File: src/rtl/interrupt_sequencer.sv
// rtl/interrupt_sequencer.sv - interrupt entry/exit sequencer for a 5-stage pipeline
// Drains the pipeline, pushes the return PC as two words, vectors, and undoes it all on RTI.
module interrupt_sequencer #(
  parameter int unsigned DRAIN_CYCLES = 3,
  parameter logic [31:0] VECTOR_ADDR  = 32'h0000_0000
) (
  input  logic        i_clk,
  input  logic        i_rst_n,
  input  logic        i_interrupt,
  input  logic [31:0] i_pc_in,
  input  logic        i_branch_flush,
  input  logic        i_rti_decoded,
  output logic        o_stall_fetch,
  output logic        o_push_valid,
  output logic [15:0] o_push_data,
  output logic        o_pc_load,
  output logic [31:0] o_pc_load_addr,
  output logic        o_save_flags,
  output logic        o_restore_flags,
  output logic        o_in_service
);

  typedef enum logic [2:0] {
    S_IDLE      = 3'd0,
    S_DRAIN     = 3'd1,
    S_PUSH_HI   = 3'd2,
    S_PUSH_LO   = 3'd3,
    S_LOAD_VEC  = 3'd4,
    S_SERVICE   = 3'd5,
    S_RTI_DRAIN = 3'd6,
    S_RTI_DONE  = 3'd7
  } state_t;

  localparam logic [2:0] CNT_INIT = 3'(DRAIN_CYCLES - 1);

  state_t      r_state;
  logic        r_pending;
  logic        r_irq_d;
  logic [2:0]  r_counter;
  logic [31:0] r_saved_pc;

  logic        r_stall_fetch;
  logic        r_push_valid;
  logic [15:0] r_push_data;
  logic        r_pc_load;
  logic [31:0] r_pc_load_addr;
  logic        r_save_flags;
  logic        r_restore_flags;
  logic        r_in_service;

  state_t      w_next;
  logic        w_edge;
  logic        w_latch;
  logic [31:0] w_pc_src;

  assign w_edge   = i_interrupt & ~r_irq_d;
  assign w_latch  = (r_state == S_DRAIN) && (r_counter == 3'd0);
  // The high word goes out on the same edge that captures the PC, so bypass the register.
  assign w_pc_src = w_latch ? i_pc_in : r_saved_pc;

  always_comb begin
    w_next = r_state;
    case (r_state)
      S_IDLE:      if (r_pending && !i_branch_flush) w_next = S_DRAIN;
      S_DRAIN:     if (r_counter == 3'd0) w_next = S_PUSH_HI;
      S_PUSH_HI:   w_next = S_PUSH_LO;
      S_PUSH_LO:   w_next = S_LOAD_VEC;
      S_LOAD_VEC:  w_next = S_SERVICE;
      S_SERVICE:   if (i_rti_decoded) w_next = S_RTI_DRAIN;
      S_RTI_DRAIN: if (r_counter == 3'd0) w_next = S_RTI_DONE;
      S_RTI_DONE:  w_next = S_IDLE;
      default:     w_next = S_IDLE;
    endcase
  end

  always_ff @(posedge i_clk or negedge i_rst_n) begin
    if (!i_rst_n) begin
      r_state         <= S_IDLE;
      r_pending       <= 1'b0;
      r_irq_d         <= 1'b0;
      r_counter       <= 3'd0;
      r_saved_pc      <= 32'd0;
      r_stall_fetch   <= 1'b0;
      r_push_valid    <= 1'b0;
      r_push_data     <= 16'd0;
      r_pc_load       <= 1'b0;
      r_pc_load_addr  <= 32'd0;
      r_save_flags    <= 1'b0;
      r_restore_flags <= 1'b0;
      r_in_service    <= 1'b0;
    end else begin
      r_state <= w_next;
      r_irq_d <= i_interrupt;

      // Only one request is remembered; it is consumed when the vector is taken.
      if (r_state == S_PUSH_LO) r_pending <= 1'b0;
      else if (w_edge)          r_pending <= 1'b1;

      if ((r_state == S_IDLE && w_next == S_DRAIN) ||
          (r_state == S_SERVICE && w_next == S_RTI_DRAIN))
        r_counter <= CNT_INIT;
      else if ((r_state == S_DRAIN || r_state == S_RTI_DRAIN) && r_counter != 3'd0)
        r_counter <= r_counter - 3'd1;

      if (w_latch) r_saved_pc <= i_pc_in;

      // Outputs are decoded from the next state so they line up with the state register.
      r_stall_fetch   <= (w_next == S_DRAIN) || (w_next == S_PUSH_HI) || (w_next == S_PUSH_LO) ||
                         (w_next == S_LOAD_VEC) || (w_next == S_RTI_DRAIN);
      r_push_valid    <= (w_next == S_PUSH_HI) || (w_next == S_PUSH_LO);
      r_push_data     <= (w_next == S_PUSH_HI) ? w_pc_src[31:16] :
                         (w_next == S_PUSH_LO) ? w_pc_src[15:0]  : 16'd0;
      r_pc_load       <= (w_next == S_LOAD_VEC);
      r_pc_load_addr  <= (w_next == S_LOAD_VEC) ? VECTOR_ADDR : 32'd0;
      r_save_flags    <= (w_next == S_LOAD_VEC);
      r_restore_flags <= (w_next == S_RTI_DONE);
      r_in_service    <= (w_next == S_SERVICE) || (w_next == S_RTI_DRAIN) || (w_next == S_RTI_DONE);
    end
  end

  assign o_stall_fetch   = r_stall_fetch;
  assign o_push_valid    = r_push_valid;
  assign o_push_data     = r_push_data;
  assign o_pc_load       = r_pc_load;
  assign o_pc_load_addr  = r_pc_load_addr;
  assign o_save_flags    = r_save_flags;
  assign o_restore_flags = r_restore_flags;
  assign o_in_service    = r_in_service;

endmodule

File: config.mk
export PLATFORM = sky130hd
export DESIGN_NAME = interrupt_sequencer
export DESIGN_NICKNAME = d
export VERILOG_FILES = /design/src/rtl/interrupt_sequencer.sv
export SDC_FILE = /design/constraint.sdc
export NUM_CORES = 1
export LEC_CHECK = 0
export BUFFER_PORTS_ARGS = -buffer_cell sky130_fd_sc_hd__buf_2
export CAP_MARGIN = 20
export CORE_MARGIN = 5
export CORE_UTILIZATION = 40
export DETAILED_ROUTE_END_ITERATION = 7
export GPL_ROUTABILITY_DRIVEN = 0
export GPL_TIMING_DRIVEN = 0
export HOLD_SLACK_MARGIN = 0.15
export PLACE_DENSITY = 0.79
export SKIP_LAST_GASP = 1
export SLEW_MARGIN = 40
export SYNTH_ARGS = -nofsm -noshare
export SYNTH_HDL_FRONTEND = slang
export SYNTH_SLANG_ARGS = --single-unit
File: constraint.sdc
create_clock -name i_clk -period 1.5 [get_ports i_clk]
set_clock_uncertainty 0.2 [all_clocks]
set_input_delay 0.225 -clock i_clk [delete_from_list [all_inputs] [get_ports i_clk]]
set_output_delay 0.225 -clock i_clk [all_outputs]
set_load 0.02 [all_outputs]
# Word-level counts from Yosys, hierarchy flattened

Index checks and enable logic that the tools add are counted.

Add/sub/neg operators: 1
Mux-type cells: 12
Reductions and logical operators: 20
Bitwise gates (word level): 2
Eq/ne operators: 14

Operators by type and width:

| operator                                          | count |
|---|---|
| two-way mux 16 bit                                | 2 |
| two-way mux 32 bit                                | 1 |
| == test 3 bit (second input constant)             | 8 |
| one-hot mux 3 bit (8 select lines)                | 1 |
| two-way mux 3 bit                                 | 6 |
| == test 3 x 2 -> 1 bit (second input constant)    | 4 |
| logical OR 1 bit                                  | 9 |
| == test 3 x 1 -> 1 bit (second input constant)    | 2 |
| logical NOT 3 bit                                 | 2 |
| logical AND 1 bit                                 | 5 |
| nonzero test 2 bit                                | 2 |
| nonzero test 3 bit                                | 1 |
| subtractor 3 x 1 -> 3 bit (second input constant) | 1 |
| two-way mux 1 bit                                 | 2 |
| bitwise AND 1 bit                                 | 1 |
| logical NOT 1 bit                                 | 1 |
| inverter 1 bit                                    | 1 |

Output and inout port bits: 54
Bits of input ports: 37
Flip-flop bits (word level): 61
Logic and storage cells: 60

# Longest topological paths before layout

Gate-level depths: netlist of run 1.

Word-level depth: 9
Mapped depth: 7
Gate-level depth less buffers: 6

# Worst setup path after synthesis of run 1

No wires, ideal clock.

Kind: register to register
Start point: reg r_counter[0]
End point: reg r_saved_pc[10]
Setup time: 125 ps
Arrival time: 1358 ps
Path slack: -183 ps
Data required time: 1175 ps
Stages on the path, launching flop included: 7
Period minus slack after synthesis: 1683 ps
Buffers on the path: 1
Path through: dfrtp_1 -> inv_1 -> ha_1 -> nor2b_4 -> nand3_4 -> buf_6 -> mux2_4

Word-level cells in the longest chain between the ends: 3

RTL lines:

| what                   | line | RTL |
|---|---|---|
| start, declared        | 39   | `logic [2:0] r_counter;` |
| start signal, assigned | 103  | `r_counter <= r_counter - 3'd1;` |
| logical NOT 3 bit      | 57   | `assign w_latch = (r_state == S_DRAIN) && (r_counter == 3'd0);` |
| logical AND 1 bit      | 57   |  |
| two-way mux 32 bit     | --   |  |
| via w_pc_src[10]       | 54   | `logic [31:0] w_pc_src;` |
| end signal, assigned   | 105  | `if (w_latch) r_saved_pc <= i_pc_in;` |
| end, declared          | 40   | `logic [31:0] r_saved_pc;` |

The timed path passes the listed nets, and every way through them passes these cells.
A chain may end at the register's enable or synchronous reset.

# Final worst setup path of run 1

Start point: reg r_counter[1]
End point: reg r_saved_pc[6]

The elaborated chain is that of the path after synthesis.

==> run_results.csv, run 1 <==
group,metric,value,unit
global_route,grt_max_degree,46,
power_and_ir_drop,power_frac_seq,0.361,
die,ioPinCount,91,
routing,avgViaCountPerCell,4.25,
sta,hold_viol,0,
logic_synthesis,synth_common_cells,"45 x dfrtp_1, 35 x buf_4, 16 x a22o_1",
global_route,overflow,0,
die,fp.dieArea,7010,sq um
critical_path,r2r-start,"r_counter[1]",
power_and_ir_drop,netSwitchingFraction,0.340,
cells_and_area,final_cells,394,
sta,worst_slew_margin_rel,0.632,
global_route,grt_pass1_vias,1777,
cells_and_area,area_delta_synth_final,54.2,%
placement,placedCellCount,332,
logic_synthesis,synth_seq_cells,45,
sta,fin_crit_sh,1.18,
global_route,grt_pass1_wl,8670,um
critical_path,crit_buf_inv,3,
clock_tree,clkTransAtPathRegs,80,ps
power_and_ir_drop,finalPower,5.37,mW
routing,dr.pass1.iters,4,
die,die_w,83.8,um
hold_path,hp-start,"i_rti_decoded",
logic_synthesis,synth_area_leaders,"dfrtp_1 52%, buf_4 12%, mux2_4 10%",
routing,drtAntennaViolNets,0,
routing,wl_per_cell,13.2,um
routing,drc,0,
sta,fin_crit,1770,ps
logic_synthesis,synth_top_area_share,0.518,
cells_and_area,n_antenna_cell,0,
power_and_ir_drop,clockPowerShare,0.160,
logic_synthesis,yosysSeqAreaShare,0.518,
logic_synthesis,synth_edf_count,0,
cells_and_area,fin_util,0.644,
sta,drv_slew,0,
critical_path,rr_worst_depth,7,
logic_synthesis,syn_area,2180,sq um
placement,io_buffers,58,
power_and_ir_drop,peakVddDrop,0.652,mV
logic_synthesis,yosys_warnings,0,
routing,drt_wl_total,5190,um
critical_path,cpPeakStageDelay,390,ps
cells_and_area,nets,363,
placement,hpwl,3280,um
clock_tree,htreeDepth,2,
sta,setup_ws,-266,ps
power_and_ir_drop,pwr-share-comb,0.479,
sta,worstMarginPinSlew,552,ps
global_route,top_usage_layer,"met2",
global_route,use_met3,0.0336,
die,initial_utilization,0.418,
clock_tree,clock_path_buffers,2,
flow_run,cap_violations,0,
logic_synthesis,synthMostInstantiatedCell,"dfrtp_1",
clock_tree,root_buffer,"clkbuf_8",
critical_path,path_class,"reg2reg",
run_status,status,"finished with violations",
global_route,grt_use_met2,0.274,
global_route,grt_usage,0.154,
power_and_ir_drop,p_int,3.54,mW
critical_path,worst_path_max_delay_cell,"dfrtp_1",
global_route,met1_usage,0.178,
hold_path,hold_path.class,"in2reg",
logic_synthesis,yosysTopAreaCell,"dfrtp_1",
sta,finalSetupViolations,37,
sta,rsz0062_at_grt,"yes",
critical_path,cp_max_fo,10,
critical_path,rr_endpoint,"r_saved_pc[6]",
critical_path,end_kind,"register",
die,fp-row-count,26,
sta,hold_ws,166,ps
routing,drt-initial-drc-count,64,
die,chipHeight,83.8,um
logic_synthesis,syn_avg_cell_area,12.6,sq um
hold_path,holdPathStages,4,
logic_synthesis,synthArstFlopShare,1.00,
critical_path,critPathTopFamily,"flip-flops",
routing,num_vias,1675,
clock_tree,clock_sinks,45,
critical_path,cp-start-kind,"register",
clock_tree,cts_buffers,5,
logic_synthesis,synth_ff_type,"dfrtp_1",
logic_synthesis,synthCells,173,
power_and_ir_drop,leakage,1.81,nW
critical_path,required,1480,ps
power_and_ir_drop,power.density,1600,nW/um^2
critical_path,cp.arrival,1740,ps
clock_tree,insertion_delay,290,ps
cells_and_area,drive_above_1_share,0.500,
critical_path,ff2ff_setup_slack,-270,ps
hold_path,hold_end,"o_stall_fetch",
global_route,antenna_found_initial,0,
clock_tree,cts_tree,"built",
critical_path,critical_path.cell_chain,"inv_2 -> ha_4 -> nor2b_4 -> buf_6 -> nand3_4 -> buf_12 -> mux2_4",
die,core,5200,sq um
sta,fmax,0.566,GHz
run_status,violations,"negative setup slack",
power_and_ir_drop,switchingPower,1.83,mW
logic_synthesis,synthDistinctLibCells,37,
-- per-stage QoR --
stage               setup WS [ps]  setup TNS [ps]  area, sq um
finish                       -266           -7610         3350
global route                 -337          -10420         3350
CTS                          -245           -7060         3310
detailed placement           -330           -7380         2690
global placement             -310           -6900         2690
floorplan                    -122           -2840         2310
-- sequential cells by signal (all words and copies together) (netlist names), 3 cells and up --
register / cells
r_state: 3
r_counter: 3
o_push_data: 16
r_saved_pc: 16
-- worst max-delay path by stage --
stage	from	to	slack (ps)	depth (start not counted)
after CTS	r_counter[1]	r_saved_pc[8]	-240	7
after global routing	r_counter[1]	r_saved_pc[2]	-340	7
after global placement	r_counter[1]	o_push_data[5]	-310	7
final	r_counter[1]	r_saved_pc[6]	-270	7
after floorplan	r_counter[1]	r_saved_pc[10]	-120	6
after detailed placement	r_counter[1]	o_push_data[5]	-330	7
-- power by group through the flow --
stage                     Combinational [mW]  Clock (mW)  Sequential (mW)
after floorplan                         1.40           0             2.08
after global placement                  1.94           0             1.94
after detailed placement                2.00           0             1.96
after CTS                               2.43       0.885             1.93
after global routing                    2.78       0.928             1.99
final                                   2.57       0.859             1.94
-- cell usage in the layout, fill, tap and decap left out, types with 2 or more instances in the layout --
master         netlist  final
buf_4               35     51
nor2b_1              3      2
buf_2                1     57
nor2_2               2      3
dfrtp_1             45     43
a21oi_2              0      2
nor2_1               7      6
a21oi_1              4      2
inv_2                1      3
o21ai_0              4      3
a22o_1              16     16
clkbuf_8             0      5
nand2_2              1      2
mux2_4              15     16
buf_6                4      9
dlygate4sd3_1        0     35
a31oi_1              2      2
nand2_1              7      6
conb_1               1     32
dfrtp_2              0      2
-- metal layers --
| layer | part of all wire | vias up |
|---|---|---|
| li1 | - | 829 |
| met1 | 0.39 | 764 |
| met2 | 0.53 | 71 |
| met3 | 0.059 | 11 |
| met4 | 0.022 | 0 |
| met5 | 0 | - |
-- timing repair --
action	4_1_cts	5_1_grt
gates resized for setup	13	6
setup endpoints to repair	34	38
cloned	1	0
pin swaps	11	5
endpoints found under the hold margin	81	0
setup buffers	15	5
hold buffers	35	0
-- tightest hold or removal path, cell delays in order --
cell      delay [ps]
buf_2            100
nor2b_1          120
o21ai_0           90
o211ai_1          90
-- cell type report --
type	count	area (sq um)
Tap cell	70	87.6
Multi-Input combinational cell	115	880
Buffer	40	332
Inverter	4	15.0
Sequential cell	45	1130
Clock inverter	2	35.0
Fill cell	417	1850
Timing Repair Buffer	113	808
Clock buffer	5	68.8
-- cells by family (layout without fill, tap and decap cells) --
logic type	Yosys count	after routing	share of synthesized area
flops	45	45	0.518
buf+inv	44	164	0.151
compound gates	33	33	0.117
simple gates	31	31	0.0891
mux	16	16	0.109
fa+ha+maj	2	2	0.0115
other cells	1	32	0.00172
xor+xnor	1	1	0.00403
Note: power is estimated with default switching activity, not from simulation.
==> run 2: changes to the inputs <==
- CAP_MARGIN: 20 -> default
- CTS_BUF_LIST: default -> sky130_fd_sc_hd__clkbuf_8 sky130_fd_sc_hd__clkbuf_16
- TNS_END_PERCENT: default -> 20
==> run 2 against run 1 <==
The run still ends with negative setup slack left. Setup slack better by 78 ps. Routed wire length is 6.3% lower. Sequential power hardly changed. Utilization is 2.3 points lower. Global-route usage is 0.62 points lower. First-iteration DRC count is 28% lower. Worst hold slack worse by 30 ps. Clock power is 3.6% higher. Flip-flop and latch count stayed put. Die area stayed put. Critical path depth stayed put. Critical path type unchanged.
==> run_results.csv, run 2 (same netlist as run 1, synthesis figures left out) <==
group,metric,value,unit
run_status,status,"finished with violations",
run_status,violations,"negative setup slack",
sta,drv_slew,0,
power_and_ir_drop,peakVddDrop,0.671,mV
routing,drt_wl_total,4860,um
cells_and_area,final_cells,385,
cells_and_area,layout_common_cells,"58 x buf_2, 45 x dfrtp_1, 44 x buf_4",
routing,wl_per_cell,12.6,um
cells_and_area,fill_cells,438,
sta,worstMarginPinSlew,550,ps
critical_path,critical_path.cell_chain,"inv_2 -> ha_4 -> nor2b_4 -> nand2_2 -> nor3_4 -> buf_4 -> a22o_1",
global_route,grt_max_degree,46,
clock_tree,clock_sinks,45,
global_route,overflow,0,
sta,worst_slew_margin_rel,0.634,
clock_tree,clkTransAtPathRegs,80,ps
placement,io_buffers,58,
placement,hpwl,3380,um
power_and_ir_drop,leakage,1.75,nW
routing,dr.pass1.iters,4,
sta,hold_ws,136,ps
die,fp-row-count,26,
cells_and_area,area_delta_synth_final,48.6,%
cells_and_area,nets,353,
routing,num_vias,1621,
sta,fmax,0.593,GHz
flow_run,cap_violations,0,
power_and_ir_drop,power.density,1560,nW/um^2
routing,avgViaCountPerCell,4.21,
cells_and_area,n_antenna_cell,0,
critical_path,cp-start-kind,"register",
sta,setup_ws,-188,ps
routing,drt-initial-drc-count,46,
sta,rsz0062_at_grt,"yes",
sta,hold_viol,0,
cells_and_area,final_common_cell,"buf_2",
sta,finalSetupViolations,37,
critical_path,cp.arrival,1720,ps
global_route,grt_usage,0.148,
critical_path,worst_path_max_delay_cell,"dfrtp_1",
global_route,grt_pass1_wl,8380,um
die,die_w,83.8,um
critical_path,required,1530,ps
clock_tree,cts_tree,"built",
critical_path,path_class,"reg2reg",
critical_path,end_kind,"register",
clock_tree,cts_buffers,5,
clock_tree,root_buffer,"clkbuf_8",
cells_and_area,drive_above_1_share,0.454,
die,core,5200,sq um
die,chipHeight,83.8,um
sta,fin_crit,1690,ps
clock_tree,htreeDepth,2,
global_route,grt_pass1_vias,1761,
routing,drc,0,
critical_path,cpPeakStageDelay,390,ps
sta,fin_crit_sh,1.13,
global_route,antenna_found_initial,0,
clock_tree,insertion_delay,290,ps
clock_tree,clock_path_buffers,2,
critical_path,cp_max_fo,4,
hold_path,hold_path.class,"in2reg",
die,fp.dieArea,7010,sq um
die,initial_utilization,0.418,
placement,placedCellCount,332,
routing,drtAntennaViolNets,0,
die,ioPinCount,91,
run 2: cell types whose count changed in the layout (fill, tap and decap cells not counted), sizes merged:
cell | before | now
buf | 118 | 108
inv | 4 | 5
run 2: area by class of cell:
class                   count  area [sq um]  share of cell area
plain buffers              40           317              0.0979
clock buffers               5          68.8              0.0213
clock inverters             3          42.5              0.0132
inverters                   4          15.0             0.00464
multi-input cells         115           851               0.263
flip-flops and latches     45          1130               0.348
well taps                  70          87.6              0.0271
repair buffers            103           726               0.224
run 2: where the power goes:
| part | switching (mW) | total, mW | internal [mW] |
|---|---|---|---|
| Clock | 0.397 | 0.890 | 0.493 |
| Sequential | 0.272 | 1.94 | 1.67 |
| Combinational | 1.05 | 2.22 | 1.17 |
run 2: metal layers:
| metal | global-route usage | vias to the layer above | share of wire |
|---|---|---|---|
| met3 | 0.0276 | 4 | 0.052 |
| li1 | - | 815 | - |
| met2 | 0.283 | 54 | 0.54 |
| met5 | 0 | - | 0 |
| met4 | 0.0482 | 0 | 0.0086 |
| met1 | 0.163 | 748 | 0.40 |
run 2: timing repair:
item                       CTS  global route
cloned                       1             0
hold buffers                35             0
pin swaps                   11             3
setup buffers                7             2
gates resized for setup      3             0
hold endpoints to repair    82             0
setup endpoints to repair   35            37
run 2: path summary, 6_finish.rpt:
check | to | slack [ps] | start | depth (start not counted)
setup / recovery | o_push_data[0] | -190 | r_counter[1] | 7
hold / removal | o_stall_fetch | 140 | i_branch_flush | 4
setup reg to reg | o_push_data[0] | -190 | r_counter[1] | 7
hold reg to reg | o_push_data[11] | 300 | r_saved_pc[11] | 1
max in group asynchronous | r_saved_pc[10] | 460 | i_rst_n | 2
min in group asynchronous | r_irq_d | 260 | i_rst_n | 2
run 2: critical path, delay by kind of cell (launching register included):
family / cells / cell delay (ps)
AOI/OAI and AO/OA: 1 / 130
adders and majority gates: 1 / 130
buffers and inverters: 2 / 260
DFF: 1 / 390
and+or+nand+nor: 3 / 520
run 2: stage by stage:
step / utilization / worst slack, ps / power (mW) / TNS [ps] / area (sq um)
2_1_floorplan: - / -122 / 3.49 / -2900 / 2310
3_3_place_gp: 0.516 / -299 / 3.90 / -6640 / 2690
3_5_place_dp: 0.517 / -328 / 3.98 / -7270 / 2690
4_1_cts: 0.618 / -274 / 5.06 / -6990 / 3220
5_1_grt: 0.621 / -283 / 5.40 / -8590 / 3230
6_report: 0.621 / -188 / 5.05 / -5790 / 3230
